### src/rtl/frame_store_pkg.sv
// frame_store_pkg: load FSM states, default image geometry and pixel-format conversions
package frame_store_pkg;
  typedef enum logic [1:0] {IDLE, REQ, LOAD, DONE} load_state_t;
  localparam int IMG_PIXELS = 320 * 240;
  function automatic logic [11:0] rgb565_to_444(input logic [15:0] d);
    return {d[15:12], d[10:7], d[4:1]};
  endfunction
  function automatic logic [11:0] rgb332_to_444(input logic [7:0] d);
    return {d[7:5], d[7], d[4:2], d[4], d[1:0], d[1:0]};
  endfunction
endpackage

### src/rtl/pixel_packer.sv
// pixel_packer: assembles BYTES_PER_PIXEL bytes (first byte = MSB) into one pixel with a strobe
module pixel_packer #(
  parameter int BYTES_PER_PIXEL = 2
) (
  input  logic        clk,
  input  logic        rst,
  input  logic        clr,
  input  logic        byte_valid,
  input  logic [7:0]  data,
  output logic        pixel_valid,
  output logic [15:0] pixel
);
  logic phase;
  logic last;
  logic [7:0] hi;
  always_comb last = BYTES_PER_PIXEL == 1 || phase;
  always_ff @(posedge clk or posedge rst)
    if (rst) begin
      phase <= 1'b0;
      hi <= '0;
      pixel_valid <= 1'b0;
      pixel <= '0;
    end else begin
      pixel_valid <= byte_valid && last;
      if (clr) phase <= 1'b0;
      else if (byte_valid) begin
        phase <= !last;
        hi <= data;
        if (last) pixel <= BYTES_PER_PIXEL == 1 ? {8'h00, data} : {hi, data};
      end
    end
endmodule

### src/rtl/frame_store_controller.sv
// frame_store_controller: loads SD images into RAM slots and scans a selected slot out as RGB444
module frame_store_controller
  import frame_store_pkg::*;
#(
  parameter int IMG_W           = 320,
  parameter int IMG_H           = 240,
  parameter int NUM_IMAGES      = 4,
  parameter int BYTES_PER_PIXEL = 2,
  parameter int RAM_ADDR_W      = 19,
  parameter int SEL_W           = 2
) (
  input  logic                  clk_25MHz,
  input  logic                  rst,
  input  logic                  load_start,
  input  logic [SEL_W-1:0]      load_select,
  output logic [31:0]           sd_start_address,
  output logic                  sd_read_req,
  input  logic                  sd_byte_valid,
  input  logic [7:0]            sd_byte,
  output logic                  ram_we,
  output logic [RAM_ADDR_W-1:0] ram_waddr,
  output logic [15:0]           ram_wdata,
  output logic                  load_busy,
  output logic                  load_done,
  input  logic                  display_enable,
  input  logic [SEL_W-1:0]      display_select,
  output logic [RAM_ADDR_W-1:0] ram_raddr,
  input  logic [15:0]           ram_rdata,
  output logic                  pix_valid,
  output logic [11:0]           pix_rgb444,
  output logic                  frame_start
);
  localparam int PIXELS = IMG_W * IMG_H;
  localparam logic [RAM_ADDR_W-1:0] LAST = RAM_ADDR_W'(PIXELS - 1);
  localparam logic [RAM_ADDR_W-1:0] SLOT = RAM_ADDR_W'(PIXELS);
  load_state_t state, state_n;
  logic accept;
  logic byte_in;
  logic [RAM_ADDR_W-1:0] wbase, wptr, rptr;
  logic [SEL_W-1:0] shown_slot, scan_slot;
  // out-of-range slots would write past the RAM, so they are refused
  always_comb accept = state == IDLE && load_start && 32'(load_select) < 32'(NUM_IMAGES);
  always_comb byte_in = sd_byte_valid && state == LOAD;
  pixel_packer #(.BYTES_PER_PIXEL(BYTES_PER_PIXEL)) u_packer (
    .clk(clk_25MHz),
    .rst(rst),
    .clr(state == IDLE),
    .byte_valid(byte_in),
    .data(sd_byte),
    .pixel_valid(ram_we),
    .pixel(ram_wdata)
  );
  always_ff @(posedge clk_25MHz or posedge rst)
    if (rst) state <= IDLE;
    else state <= state_n;
  always_comb begin
    state_n = state;
    case (state)
      IDLE: state_n = accept ? REQ : IDLE;
      REQ: state_n = LOAD;
      LOAD: state_n = ram_we && wptr == LAST ? DONE : LOAD;
      default: state_n = IDLE;
    endcase
    sd_read_req = state == REQ;
    load_busy = state == REQ || state == LOAD;
    load_done = state == DONE;
  end
  always_ff @(posedge clk_25MHz or posedge rst)
    if (rst) begin
      sd_start_address <= '0;
      wbase <= '0;
      wptr <= '0;
    end else begin
      if (accept) begin
        sd_start_address <= 32'(load_select) * 32'(PIXELS * BYTES_PER_PIXEL);
        wbase <= RAM_ADDR_W'(load_select) * SLOT;
      end
      wptr <= state != LOAD ? '0 : wptr + RAM_ADDR_W'(ram_we);
    end
  always_comb ram_waddr = wbase + wptr;
  // the first pixel of a frame already uses the new selection, so a whole frame comes from one slot
  always_comb scan_slot = rptr == '0 ? display_select : shown_slot;
  always_comb ram_raddr = RAM_ADDR_W'(scan_slot) * SLOT + rptr;
  always_ff @(posedge clk_25MHz or posedge rst)
    if (rst) begin
      rptr <= '0;
      shown_slot <= '0;
      pix_valid <= 1'b0;
      frame_start <= 1'b0;
    end else begin
      if (display_enable) begin
        rptr <= rptr == LAST ? '0 : rptr + RAM_ADDR_W'(1);
        if (rptr == '0) shown_slot <= display_select;
      end
      pix_valid <= display_enable;
      frame_start <= display_enable && rptr == '0;
    end
  always_comb pix_rgb444 = !pix_valid ? '0 :
    BYTES_PER_PIXEL == 1 ? rgb332_to_444(ram_rdata[7:0]) : rgb565_to_444(ram_rdata);
endmodule

### config.mk
export PLATFORM = sky130hd
export DESIGN_NAME = frame_store_controller
export DESIGN_NICKNAME = d
export VERILOG_FILES = /design/src/rtl/frame_store_pkg.sv /design/src/rtl/pixel_packer.sv /design/src/rtl/frame_store_controller.sv
export SDC_FILE = /design/constraint.sdc
export NUM_CORES = 1
export LEC_CHECK = 0
export ABC_CLOCK_PERIOD_IN_PS = 4500
export CAP_MARGIN = 5
export CORE_MARGIN = 4
export CORE_UTILIZATION = 48
export CTS_CLUSTER_DIAMETER = 40
export DETAILED_ROUTE_END_ITERATION = 8
export PLACE_DENSITY = 0.83
export SLEW_MARGIN = 5
export SYNTH_ARGS = -nofsm -noshare
export SYNTH_HDL_FRONTEND = slang
export SYNTH_SLANG_ARGS = --single-unit
### constraint.sdc
create_clock -name clk_25MHz -period 4.5 [get_ports clk_25MHz]
set_input_delay 0.9 -clock clk_25MHz [delete_from_list [all_inputs] [get_ports clk_25MHz]]
set_output_delay 0.9 -clock clk_25MHz [all_outputs]
set_load 0.1 [all_outputs]
==> flow_metrics.env, run 1 <==
export IMPL_ir_drop_mv=0.567
export IMPL_slew_viol_final=0
export IMPL_worst_slack_ns=-0.237
export IMPL_finish_instance_area_um2=6140
export IMPL_grt_pass1_vias=3437
export IMPL_cts_made_buffers=9
export IMPL_finalHoldViolCount=0
export IMPL_yosysSeqAreaShare_pct=42.2
export IMPL_hpwl_mm=7.47
export IMPL_period_minus_slack_ns=4.74
export IMPL_regArea_um2=1900
export IMPL_drtPass1Iterations=4
export IMPL_p_leak_nw=2.79
export IMPL_multiInputGateArea_um2=2510
export IMPL_ys_seq_elements=76
export IMPL_crit_required_ns=3.60
export IMPL_power_total_mw=3.05
export IMPL_violations="setup timing"
export IMPL_syn_area_um2=4510
export IMPL_initial_core_util_pct=49.0
export IMPL_tightest_slew_ns=1.00
export IMPL_diodes=0
export IMPL_cts_tree="done"
export IMPL_avgRoutedWirePerCell_um=15.2
export IMPL_route_detailed_drc=0
export IMPL_fp_dieH_um=105
export IMPL_grt_max_degree=33
export IMPL_worstPathMaxFanout=3
export IMPL_ys_warn_count=0
export IMPL_dominantRegCellSynth="dfrtp_1"
export IMPL_synth_edff_count=0
export IMPL_cts_root_buffer="clkbuf_8"
export IMPL_syn_to_final_growth_pct=36.2
export IMPL_num_rows=35
export IMPL_rsz0062_at_grt="yes"
export IMPL_min_path_type="flop to flop"
export IMPL_max_slew_margin_pct=33.0
export IMPL_cp_end_kind="output port"
export IMPL_drive_above_1_share_pct=24.2
export IMPL_first_iter_violations=99
export IMPL_synthCells=437
export IMPL_die_area_um2=11000
export IMPL_finalSetupViolations=4
export IMPL_clk_path_buf_depth=2
export IMPL_cts_max_level=3
export IMPL_cp_arrival_ns=3.84
export IMPL_nets=619
export IMPL_fin_skew_ns=0.0191
export IMPL_synth_async_reset_ratio_pct=100
export IMPL_pwr_density_cell_nw_per_um2=497
export IMPL_max_freq_mhz=211
export IMPL_dpl_cell_count=645
export IMPL_ant_nets=0
export IMPL_ys_types=45
export IMPL_place_congestion=0.834
export IMPL_pin_count=137
export IMPL_fin_crit_sh_pct=105
export IMPL_grt_pass1_wl_mm=16.7
export IMPL_avgSynthCellArea_um2=10.3
export IMPL_io_buffers=108
export IMPL_status="complete, but fails checks"
export IMPL_placed_cell_area_um2=5700
export IMPL_timing_setup_tns_ns=-0.796
export IMPL_nFillCells=704
export IMPL_criticalPathCategory="flop to output port"
export IMPL_grt_overflow_total=0
export IMPL_startpoint_type="flop"
export IMPL_cts_hold_buf=0
export IMPL_antenna_found_initial=0
export IMPL_stdcell_count=669
export IMPL_wl_mm=10.2
export IMPL_clock_latency_ns=0.36
export IMPL_vias_per_cell=5.07
export IMPL_core_um2=9200
export IMPL_die_w_um=105
export IMPL_cts_sinks=76
export IMPL_max_cap_violations=0
export IMPL_grt_total_usage_pct=18.6
export IMPL_vias=3392
export IMPL_clk_pin_slew_worst_paths_ns=0.10
[critical path: stages (launching register included)]
cell	delay [ns]
dfrtp_1	0.40
or4_4	0.56
nor3_4	0.14
and4_4	0.27
mux2_4	0.34
ha_4	0.29
inv_2	0.04
fa_2	0.35
nand3b_1	0.20
a21boi_2	0.16
o21a_2	0.19
buf_6	0.11
nor2_4	0.04
xnor2_4	0.19
buf_12	0.19
[cells in the mapped netlist, types with 3 or more instances]
master | instances | share of area, %
nand3_1 | 17 | 1.9
buf_4 | 46 | 7.7
nor3_1 | 9 | 1.0
xnor2_1 | 37 | 7.2
and3_1 | 5 | 0.69
nand2_1 | 27 | 2.2
a21oi_1 | 6 | 0.67
xor2_1 | 8 | 1.6
dfrtp_1 | 76 | 42
and4_1 | 3 | 0.58
nor4_1 | 5 | 0.69
clkbuf_1 | 3 | 0.25
inv_1 | 23 | 1.9
nand4_1 | 10 | 1.4
nor2_1 | 25 | 2.1
mux2_2 | 29 | 7.2
o21ai_0 | 9 | 1.0
and2_1 | 30 | 4.2
ha_1 | 31 | 8.6
nand2b_1 | 4 | 0.55
or4_1 | 3 | 0.50
[area by class of cell]
class	instances	share of cell area, %
multi-input combinational	310	40.8
sequential	76	31.0
timing repair buffer	132	21.2
tap	111	2.26
clock buffer	9	2.02
inverter	24	1.51
clock inverter	7	1.24
[cells in the final DEF (no fill, tap or decap), types with 4 or more instances in the layout]
cell type	count
inv_1	19
xnor2_1	30
ha_4	7
o21ai_0	9
a21oi_1	5
clkbuf_8	9
buf_12	8
buf_4	40
nand4_1	10
ha_1	23
dfrtp_1	76
nand2b_1	4
nor2_1	23
and3_1	4
nor4_1	4
nand3_1	17
nor3_1	8
mux2_4	4
and2_1	30
inv_2	4
clkdlybuf4s50_1	81
nand2_1	27
xnor2_2	5
conb_1	24
xor2_1	7
mux2_2	27
[power breakdown]
group          leakage [nW]  switching [mW]  total [mW]  internal [mW]
Sequential            0.973           0.106       0.923          0.817
Clock                 0.103           0.300       0.523          0.222
Combinational          1.71            1.23        1.61          0.379
Total                  2.79            1.63        3.05           1.42
[kinds of logic (layout without fill, tap and decap cells)]
| group | Yosys count | in the layout | synth area share [%] |
|---|---|---|---|
| AO/OA/AOI/OAI | 28 | 28 | 3.94 |
| XOR/XNOR | 45 | 45 | 8.74 |
| adder cells (fa/ha/maj) | 33 | 33 | 9.49 |
| buffers and inverters | 74 | 172 | 10.0 |
| flip-flops | 76 | 76 | 42.2 |
| multiplexers | 31 | 31 | 7.91 |
| other | 1 | 24 | 0.0831 |
| AND/OR/NAND/NOR | 149 | 149 | 17.7 |
[state kept, by name (all words and copies together) (netlist names)]
name / count
wptr: 19
u_packer.pixel: 16
u_packer.hi: 8
u_packer.last: 1
shown_slot: 2
u_packer.pixel_valid: 1
state: 2
rptr: 19
frame_start: 1
pix_valid: 1
sd_start_address: 6
[path summary, 6_finish.rpt]
kind	endpoint	cells past startpoint	start	slack, ns
worst min-delay path	u_packer.hi[0]	1	u_packer.hi[0]	0.51
min in group asynchronous	shown_slot[0]	2	rst	0.95
worst min register to register	u_packer.hi[0]	1	u_packer.hi[0]	0.51
worst max-delay path	ram_raddr[16]	14	rptr[15]	-0.24
worst max register to register	u_packer.pixel[5]	6	state[0]	1.99
max in group asynchronous	u_packer.last	3	rst	2.78
[metrics by stage]
| step | setup WS (ns) | utilization [%] | hold slack [ns] |
|---|---|---|---|
| 3_5_place_dp | -0.109 | 62.0 | 0.492 |
| 6_report | -0.237 | 66.8 | 0.512 |
| 4_1_cts | -0.356 | 66.6 | 0.514 |
| 3_3_place_gp | 0.0539 | 62.0 | 0.484 |
| 5_1_grt | -0.374 | 66.8 | 0.534 |
| 2_1_floorplan | -0.379 | - | 0.477 |
[what timing repair did]
item | CTS | global route
buffers inserted | 8 | 2
setup endpoints to repair | 5 | 6
gates resized for setup | 27 | 5
pin swaps | 17 | 12
[layer usage]
metal  vias to the layer above  track usage [%]  routed length (um)
li1                       1641                -                   -
met1                      1636             22.5                4170
met2                       106             32.8                5420
met3                         9             4.69                 504
met4                         0             5.44                  94
met5                         -                0                   0
No activity file was read; power rests on OpenSTA's default activity.
==> run 2, diff against run 1 <==
--- a/config.mk
+++ b/config.mk
@@ -6,7 +6,7 @@
 export NUM_CORES = 1
 export LEC_CHECK = 0
 export ABC_CLOCK_PERIOD_IN_PS = 4500
-export CAP_MARGIN = 5
+export CAP_MARGIN = 30
 export CORE_MARGIN = 4
 export CORE_UTILIZATION = 48
 export CTS_CLUSTER_DIAMETER = 40
==> results of run 2 <==
Final layout, timing and power as in run 1 (identical DEF).
